**config.mk**
```make
export PLATFORM = sky130hd
export DESIGN_NAME = spi_req_arbiter
export DESIGN_NICKNAME = d
export VERILOG_FILES = /design/src/rtl/spi_arb_pkg.sv /design/src/rtl/spi_rr_pick.sv /design/src/rtl/spi_req_arbiter.sv
export SDC_FILE = /design/constraint.sdc
export NUM_CORES = 1
export LEC_CHECK = 0
export CAP_MARGIN = 0
export CORE_MARGIN = 5
export CORE_UTILIZATION = 45
export DETAILED_ROUTE_END_ITERATION = 8
export PLACE_DENSITY = 0.67
export RECOVER_POWER = 100
export SETUP_SLACK_MARGIN = 0.4
export SYNTH_ARGS = -nofsm -noshare
export SYNTH_HDL_FRONTEND = slang
export SYNTH_SLANG_ARGS = --single-unit
```
**constraint.sdc**
```tcl
create_clock -name clk -period 2.7 [get_ports clk]
set_input_delay 0.54 -clock clk [delete_from_list [all_inputs] [get_ports clk]]
set_output_delay 0.54 -clock clk [all_outputs]
set_load 0.03 [all_outputs]
```
**src/rtl/spi_arb_pkg.sv**
```systemverilog
// Shared types and constants for the SPI requester arbiter.
// Defaults match the SPI controller integration.
package spi_arb_pkg;

  typedef enum logic [1:0] {
    IDLE   = 2'd0,
    ACTIVE = 2'd1,
    GAP    = 2'd2
  } arb_state_t;

  localparam int DEF_GAP_CYCLES     = 200;
  localparam int DEF_TIMEOUT_CYCLES = 65535;

  // Width of an unsigned counter that must reach max_val.
  function automatic int cnt_w(input int max_val);
    return $clog2(max_val + 1);
  endfunction

endpackage

```
**src/rtl/spi_rr_pick.sv**
```systemverilog
// Round-robin picker: first set request bit
// searching upward from i_ptr+1, wrapping.
module spi_rr_pick #(
  parameter int NUM_REQ = 4,
  parameter int IDX_W   = $clog2(NUM_REQ)
) (
  input  logic [NUM_REQ-1:0] i_req,
  input  logic [IDX_W-1:0]   i_ptr,
  output logic [IDX_W-1:0]   o_idx,
  output logic               o_valid
);

  logic [IDX_W-1:0] w_cand;

  // Scan all positions once, starting just past the last owner.
  always_comb begin
    o_idx   = '0;
    o_valid = 1'b0;
    w_cand  = '0;
    for (int i = 1; i <= NUM_REQ; i++) begin
      w_cand = IDX_W'((int'(i_ptr) + i) % NUM_REQ);
      if (!o_valid && i_req[w_cand]) begin
        o_valid = 1'b1;
        o_idx   = w_cand;
      end
    end
  end

endmodule

```
**src/rtl/spi_req_arbiter.sv**
```systemverilog
// Round-robin arbiter sharing one SPI controller
// between requesters, with timeout and idle gap.
module spi_req_arbiter
  import spi_arb_pkg::*;
#(
  parameter int NUM_REQ        = 4,
  parameter int GAP_CYCLES     = DEF_GAP_CYCLES,
  parameter int TIMEOUT_CYCLES = DEF_TIMEOUT_CYCLES
) (
  input  logic               clk,
  input  logic               rst_n,
  input  logic [NUM_REQ-1:0] req,
  input  logic [NUM_REQ-1:0] req_dir,
  input  logic [NUM_REQ-1:0] req_mode,
  output logic [NUM_REQ-1:0] grant,
  output logic [NUM_REQ-1:0] done,
  output logic [NUM_REQ-1:0] err,
  output logic               spi_tx_en,
  output logic               spi_rx_en,
  output logic               mode_select,
  input  logic               spi_over,
  output logic               busy
);

  localparam int IDX_W = $clog2(NUM_REQ);
  localparam int TO_W  = cnt_w(TIMEOUT_CYCLES);
  localparam int GP_W  = cnt_w(GAP_CYCLES);

  localparam logic [TO_W-1:0] TO_LAST =
    TO_W'(TIMEOUT_CYCLES - 1);
  localparam logic [GP_W-1:0] GP_MAX =
    GP_W'(GAP_CYCLES);

  localparam logic [IDX_W-1:0] PTR_RST =
    IDX_W'(NUM_REQ - 1);

  arb_state_t r_state;
  arb_state_t w_state_nxt;

  logic [IDX_W-1:0]   r_ptr;
  logic [IDX_W-1:0]   w_ptr_nxt;
  logic [NUM_REQ-1:0] r_grant;
  logic [NUM_REQ-1:0] w_grant_nxt;
  logic [NUM_REQ-1:0] r_done;
  logic [NUM_REQ-1:0] w_done_nxt;
  logic [NUM_REQ-1:0] r_err;
  logic [NUM_REQ-1:0] w_err_nxt;

  logic r_tx;
  logic w_tx_nxt;
  logic r_rx;
  logic w_rx_nxt;
  logic r_ms;
  logic w_ms_nxt;

  logic [TO_W-1:0] r_tcnt;
  logic [TO_W-1:0] w_tcnt_nxt;
  logic [GP_W-1:0] r_gcnt;
  logic [GP_W-1:0] w_gcnt_nxt;

  logic r_sync1;
  logic r_sync2;
  logic r_sync2_d;

  logic w_over_rise;
  logic w_timeout;

  logic [IDX_W-1:0] w_pick_idx;
  logic             w_pick_valid;

  spi_rr_pick #(
    .NUM_REQ (NUM_REQ),
    .IDX_W   (IDX_W)
  ) u_pick (
    .i_req   (req),
    .i_ptr   (r_ptr),
    .o_idx   (w_pick_idx),
    .o_valid (w_pick_valid)
  );

  // spi_over comes from the divided clock; resync and edge-detect.
  always_ff @(posedge clk or negedge rst_n) begin
    if (!rst_n) begin
      r_sync1   <= 1'b0;
      r_sync2   <= 1'b0;
      r_sync2_d <= 1'b0;
    end else begin
      r_sync1   <= spi_over;
      r_sync2   <= r_sync1;
      r_sync2_d <= r_sync2;
    end
  end

  assign w_over_rise = r_sync2 & ~r_sync2_d;
  assign w_timeout   = (r_tcnt == TO_LAST);

  // Next-state, latched controller outputs and owner pulses.
  always_comb begin
    w_state_nxt = r_state;
    w_ptr_nxt   = r_ptr;
    w_grant_nxt = r_grant;
    w_done_nxt  = '0;
    w_err_nxt   = '0;
    w_tx_nxt    = r_tx;
    w_rx_nxt    = r_rx;
    w_ms_nxt    = r_ms;
    w_tcnt_nxt  = r_tcnt;
    w_gcnt_nxt  = r_gcnt;

    unique case (r_state)
      IDLE: begin
        if (w_pick_valid) begin
          w_state_nxt             = ACTIVE;
          w_ptr_nxt               = w_pick_idx;
          w_grant_nxt             = '0;
          w_grant_nxt[w_pick_idx] = 1'b1;
          w_tx_nxt    = req_dir[w_pick_idx];
          w_rx_nxt    = ~req_dir[w_pick_idx];
          w_ms_nxt    = req_mode[w_pick_idx];
          w_tcnt_nxt  = '0;
        end
      end

      ACTIVE: begin
        if (w_over_rise || w_timeout) begin
          w_state_nxt = GAP;
          w_grant_nxt = '0;
          w_tx_nxt    = 1'b0;
          w_rx_nxt    = 1'b0;
          w_ms_nxt    = 1'b0;
          w_gcnt_nxt  = '0;
          if (w_over_rise) begin
            w_done_nxt[r_ptr] = 1'b1;
          end else begin
            w_err_nxt[r_ptr] = 1'b1;
          end
        end else begin
          w_tcnt_nxt = r_tcnt + 1'b1;
        end
      end

      GAP: begin
        if (r_gcnt != GP_MAX) begin
          w_gcnt_nxt = r_gcnt + 1'b1;
        end else if (!r_sync2) begin
          w_state_nxt = IDLE;
        end
      end

      default: begin
        w_state_nxt = IDLE;
      end
    endcase
  end

  // Arbiter state and all registered outputs.
  always_ff @(posedge clk or negedge rst_n) begin
    if (!rst_n) begin
      r_state <= IDLE;
      r_ptr   <= PTR_RST;
      r_grant <= '0;
      r_done  <= '0;
      r_err   <= '0;
      r_tx    <= 1'b0;
      r_rx    <= 1'b0;
      r_ms    <= 1'b0;
      r_tcnt  <= '0;
      r_gcnt  <= '0;
    end else begin
      r_state <= w_state_nxt;
      r_ptr   <= w_ptr_nxt;
      r_grant <= w_grant_nxt;
      r_done  <= w_done_nxt;
      r_err   <= w_err_nxt;
      r_tx    <= w_tx_nxt;
      r_rx    <= w_rx_nxt;
      r_ms    <= w_ms_nxt;
      r_tcnt  <= w_tcnt_nxt;
      r_gcnt  <= w_gcnt_nxt;
    end
  end

  assign grant       = r_grant;
  assign done        = r_done;
  assign err         = r_err;
  assign spi_tx_en   = r_tx;
  assign spi_rx_en   = r_rx;
  assign mode_select = r_ms;
  assign busy        = (r_state != IDLE);

endmodule
```
==> impl_results.html <==
<table>
<tr><th>Metric</th><th>Value</th></tr>
<tr><th colspan="2">Logic synthesis</th></tr>
<tr><td>Dominant synthesized flop cell</td><td>sky130_fd_sc_hd__dfrtp_1</td></tr>
<tr><td>Synth unique cells</td><td>53</td></tr>
<tr><td>Ys Warns</td><td>0</td></tr>
<tr><td>Number of storage elements in the synthesis netlist</td><td>46</td></tr>
<tr><td>Post-Syn Instances</td><td>253</td></tr>
<tr><td>Portion of the post-synthesis area used by sequential elements</td><td>0.454</td></tr>
<tr><td>Cell area after synthesis</td><td>2540 um^2</td></tr>
<tr><td>Synthesized Nets</td><td>roughly 280</td></tr>
<tr><td>Number of flops mapped to enable cells by yosys</td><td>0</td></tr>
<tr><td>Average footprint of a synthesized cell</td><td>10.0 um^2</td></tr>
<tr><td>Share of synthesized registers carrying an async set or reset</td><td>1.00</td></tr>
<tr><th colspan="2">Place</th></tr>
<tr><td>Number of buffers added on ports</td><td>30</td></tr>
<tr><td>Final RePlAce weighted congestion</td><td>0.818</td></tr>
<tr><td>Estimated wirelength of the detail-placed design</td><td>4180 um</td></tr>
<tr><td>Setup WS pre-CTS</td><td>0.0614 ns</td></tr>
<tr><th colspan="2">Layout</th></tr>
<tr><td>Footprint of the multi-input gates</td><td>roughly 1400 um^2</td></tr>
<tr><td>Commonest non-fill, non-tap cell in the layout</td><td>sky130_fd_sc_hd__dfrtp_1</td></tr>
<tr><td>Number of filler cells placed in the layout</td><td>494</td></tr>
<tr><td>Share of cells above drive strength 1</td><td>0.137</td></tr>
<tr><td>Diode insertion count for antenna repair</td><td>0</td></tr>
<tr><td>Growth of design area from synthesis to finish</td><td>22.8%</td></tr>
<tr><td>NumNets Final</td><td>322</td></tr>
<tr><td>Reg area</td><td>1150 um^2</td></tr>
<tr><td>Most frequent cells in the layout</td><td>sky130_fd_sc_hd__dfrtp_1 (44), sky130_fd_sc_hd__nand2_1 (26), sky130_fd_sc_hd__dlygate4sd3_1 (17), sky130_fd_sc_hd__nor2_1 (14), sky130_fd_sc_hd__mux2i_1 (13)</td></tr>
<tr><th colspan="2">STA</th></tr>
<tr><td>F_max</td><td>around 0.43 GHz</td></tr>
<tr><td>Number of setup violations in the final report</td><td>0</td></tr>
<tr><td>Final setup margin</td><td>about 0.35 ns</td></tr>
<tr><td>TNS Setup</td><td>0 ns</td></tr>
<tr><td>Number of hold-slack violations in the final timing report</td><td>0</td></tr>
<tr><td>Setup repair after global routing missed its margin</td><td>no</td></tr>
<tr><td>Post-route clock skew</td><td>0.00819 ns</td></tr>
<tr><td>Slew Viols, Final</td><td>0</td></tr>
<tr><td>Worst slew margin relative to its limit</td><td>0.301</td></tr>
<tr><td>Part of the cycle the worst path needs</td><td>0.869</td></tr>
<tr><td>Slew at the pin with the worst max-slew slack</td><td>~1.0 ns</td></tr>
<tr><td>Shortest period the worst path allows</td><td>2.35 ns</td></tr>
<tr><th colspan="2">Clocking</th></tr>
<tr><td>Clock-pin transition on the worst setup and hold timing paths</td><td>0.09 ns</td></tr>
<tr><td>Number of buffers inserted for hold repair after clock tree synthesis</td><td>0</td></tr>
<tr><td>Clock tree from TritonCTS</td><td>done</td></tr>
<tr><td>Largest buffer count on any clock path</td><td>2</td></tr>
<tr><td>Clock latency of the later-clocked register in the worst-skew pair</td><td>0.30 ns</td></tr>
<tr><td>Number of H-tree levels</td><td>2</td></tr>
<tr><td>Clock sinks</td><td>46</td></tr>
<tr><td>TritonCTS buffer count</td><td>5</td></tr>
<tr><td>Root cell of the clock tree</td><td>sky130_fd_sc_hd__clkbuf_8</td></tr>
<tr><th colspan="2">Critical path</th></tr>
<tr><td>Setup crit end kind</td><td>register</td></tr>
<tr><td>Worst Path Required</td><td>~2.9 ns</td></tr>
<tr><td>Setup Crit Path Kind</td><td>reg2reg</td></tr>
<tr><td>Arrival @ worst endpoint</td><td>2.57 ns</td></tr>
<tr><td>Highest fanout seen on the critical path</td><td>6</td></tr>
<tr><td>Critical Path Start Type</td><td>register</td></tr>
<tr><th colspan="2">Floorplanning</th></tr>
<tr><td>Die width</td><td>between 80 and 90 um</td></tr>
<tr><td>Die height</td><td>85.2 um</td></tr>
<tr><td>Number of placement rows</td><td>27</td></tr>
<tr><td>Std-Cell Core Area</td><td>5510 um^2</td></tr>
<tr><td>Effective utilization at floorplan</td><td>0.462</td></tr>
<tr><td>Top-level port count</td><td>31</td></tr>
<tr><td>Die footprint</td><td>about 7300 um^2</td></tr>
<tr><th colspan="2">Detailed routing</th></tr>
<tr><td>Number of detailed-routing iterations run before antenna repair</td><td>4</td></tr>
<tr><td>Routed wire per std cell</td><td>15.5 um</td></tr>
<tr><td>Avg Vias per Cell</td><td>5.70</td></tr>
<tr><td>DRC</td><td>0</td></tr>
<tr><td>Count of antenna-violating nets left after detailed routing</td><td>0</td></tr>
<tr><td>Detailed router's first-iteration violation count</td><td>91</td></tr>
<tr><td>Detailed-route via count</td><td>2,119</td></tr>
<tr><td>Routed wire length</td><td>5760 um</td></tr>
<tr><th colspan="2">GRT</th></tr>
<tr><td>Pin count of the biggest net entering global routing</td><td>29</td></tr>
<tr><td>Aggregate global-route resource usage</td><td>0.168</td></tr>
<tr><td>Global-route wire length before repair</td><td>9800 um</td></tr>
<tr><td>Grt ovf</td><td>0</td></tr>
<tr><td>Number of global-route vias before repair</td><td>2,051</td></tr>
<tr><td>Number of antenna violations at the first check in global routing</td><td>0</td></tr>
<tr><th colspan="2">Run status</th></tr>
<tr><td>Status</td><td>completed</td></tr>
<tr><th colspan="2">Power and ir drop</th></tr>
<tr><td>VDD IR max</td><td>between 300 and 400 uV</td></tr>
<tr><td>Power density relative to cell area</td><td>about 860 nW/um^2</td></tr>
<tr><td>Leakage dissipation</td><td>0.00140 uW</td></tr>
<tr><th colspan="2">Worst hold path</th></tr>
<tr><td>Hold WC Path Type</td><td>reg2reg</td></tr>
<tr><th colspan="2">Run</th></tr>
<tr><td>Max-capacitance violation count</td><td>0</td></tr>
</table>
[what timing repair did]
action | 4_1_cts | 5_1_grt
setup endpoints to repair | 6 | 8
pin swaps | 1 | 2
gates resized for setup | 5 | 6
buffers inserted | 3 | 0
[worst paths after layout]
kind	start	to	slack, ns	cells after the start
worst max-delay path	r_ptr[0]	mode_select	0.35	8
worst min-delay path	r_sync1	r_sync2	0.38	0
max in group asynchronous	rst_n	r_state[0]	1.07	2
worst max register to register	r_ptr[0]	mode_select	0.35	8
worst min register to register	r_sync1	r_sync2	0.38	0
min in group asynchronous	rst_n	r_gcnt[2]	0.39	1
[flip-flops by register name (all words and copies together), names as in the netlist]
| name | cells |
|---|---|
| spi_rx_en | 1 |
| grant | 4 |
| spi_tx_en | 1 |
| r_sync2 | 1 |
| err | 4 |
| r_ptr | 2 |
| done | 4 |
| r_gcnt | 8 |
| r_tcnt | 16 |
| r_state | 2 |
| r_sync1 | 1 |
| mode_select | 1 |
| r_sync2_d | 1 |
[layer usage]
layer,part of all wire,global-route usage
met1,0.45,0.218
met2,0.51,0.287
met3,0.032,0.0320
met4,0.0078,0.0388
met5,0,0
[cell usage after synthesis (8+ instances only)]
cell type	n	share of area
sky130_fd_sc_hd__dfrtp_1	44	0.43
sky130_fd_sc_hd__nand4_1	10	0.025
sky130_fd_sc_hd__nand2_1	26	0.038
sky130_fd_sc_hd__a21oi_1	9	0.018
sky130_fd_sc_hd__ha_1	8	0.039
sky130_fd_sc_hd__and2_1	10	0.025
sky130_fd_sc_hd__nand3_1	9	0.018
sky130_fd_sc_hd__nor2_1	14	0.021
sky130_fd_sc_hd__inv_1	8	0.012
sky130_fd_sc_hd__mux2i_1	13	0.051
sky130_fd_sc_hd__nand2b_1	8	0.020
sky130_fd_sc_hd__o21ai_0	12	0.024
[report_power, final]
part,internal [uW],total (uW),switching (uW)
Combinational,546,1340,793
Sequential,815,909,94.5
Clock,183,428,245
Total,1540,2680,1130
[through the flow]
step / hold slack, ns / cell area (um^2) / utilization / cells / power, uW
6_report: 0.378 / 3120 / 0.567 / 372 / 2680
5_1_grt: 0.388 / 3120 / 0.567 / 372 / 2880
4_1_cts: 0.177 / 3120 / 0.567 / 372 / 2710
3_5_place_dp: 0.363 / 2990 / 0.543 / 361 / 2230
3_3_place_gp: 0.344 / 2990 / 0.543 / 361 / 2200
2_1_floorplan: 0.244 / 2550 / - / 253 / 1810
[critical path: stages, from the launching register on]
cell and delay, ns:
sky130_fd_sc_hd__dfstp_2 0.54, sky130_fd_sc_hd__inv_1 0.11, sky130_fd_sc_hd__ha_4 0.32, sky130_fd_sc_hd__mux2_2 0.34, sky130_fd_sc_hd__o221ai_1 0.24, sky130_fd_sc_hd__clkbuf_1 0.25, sky130_fd_sc_hd__nand4_1 0.12, sky130_fd_sc_hd__mux2_2 0.27
sky130_fd_sc_hd__o211ai_1 0.07
[layout make-up]
| cell class | count | share of cell area |
|---|---|---|
| clock buffers | 6 | 0.0232 |
| clock inverters | 2 | 0.00441 |
| inverters | 8 | 0.00962 |
| multi-input cells | 193 | 0.439 |
| flip-flops and latches | 46 | 0.370 |
| well taps | 72 | 0.0289 |
| repair buffers | 45 | 0.125 |
[cells by family after synthesis]
logic type,after synthesis,synth area share
AO/OA/AOI/OAI,62,0.183
XOR/XNOR,1,0.00345
adder cells (fa/ha/maj),8,0.0394
buffers and inverters,14,0.0261
flip-flops,46,0.454
multiplexers,17,0.0689
AND/OR/NAND/NOR,105,0.226
(Power assumes the default switching activity.)
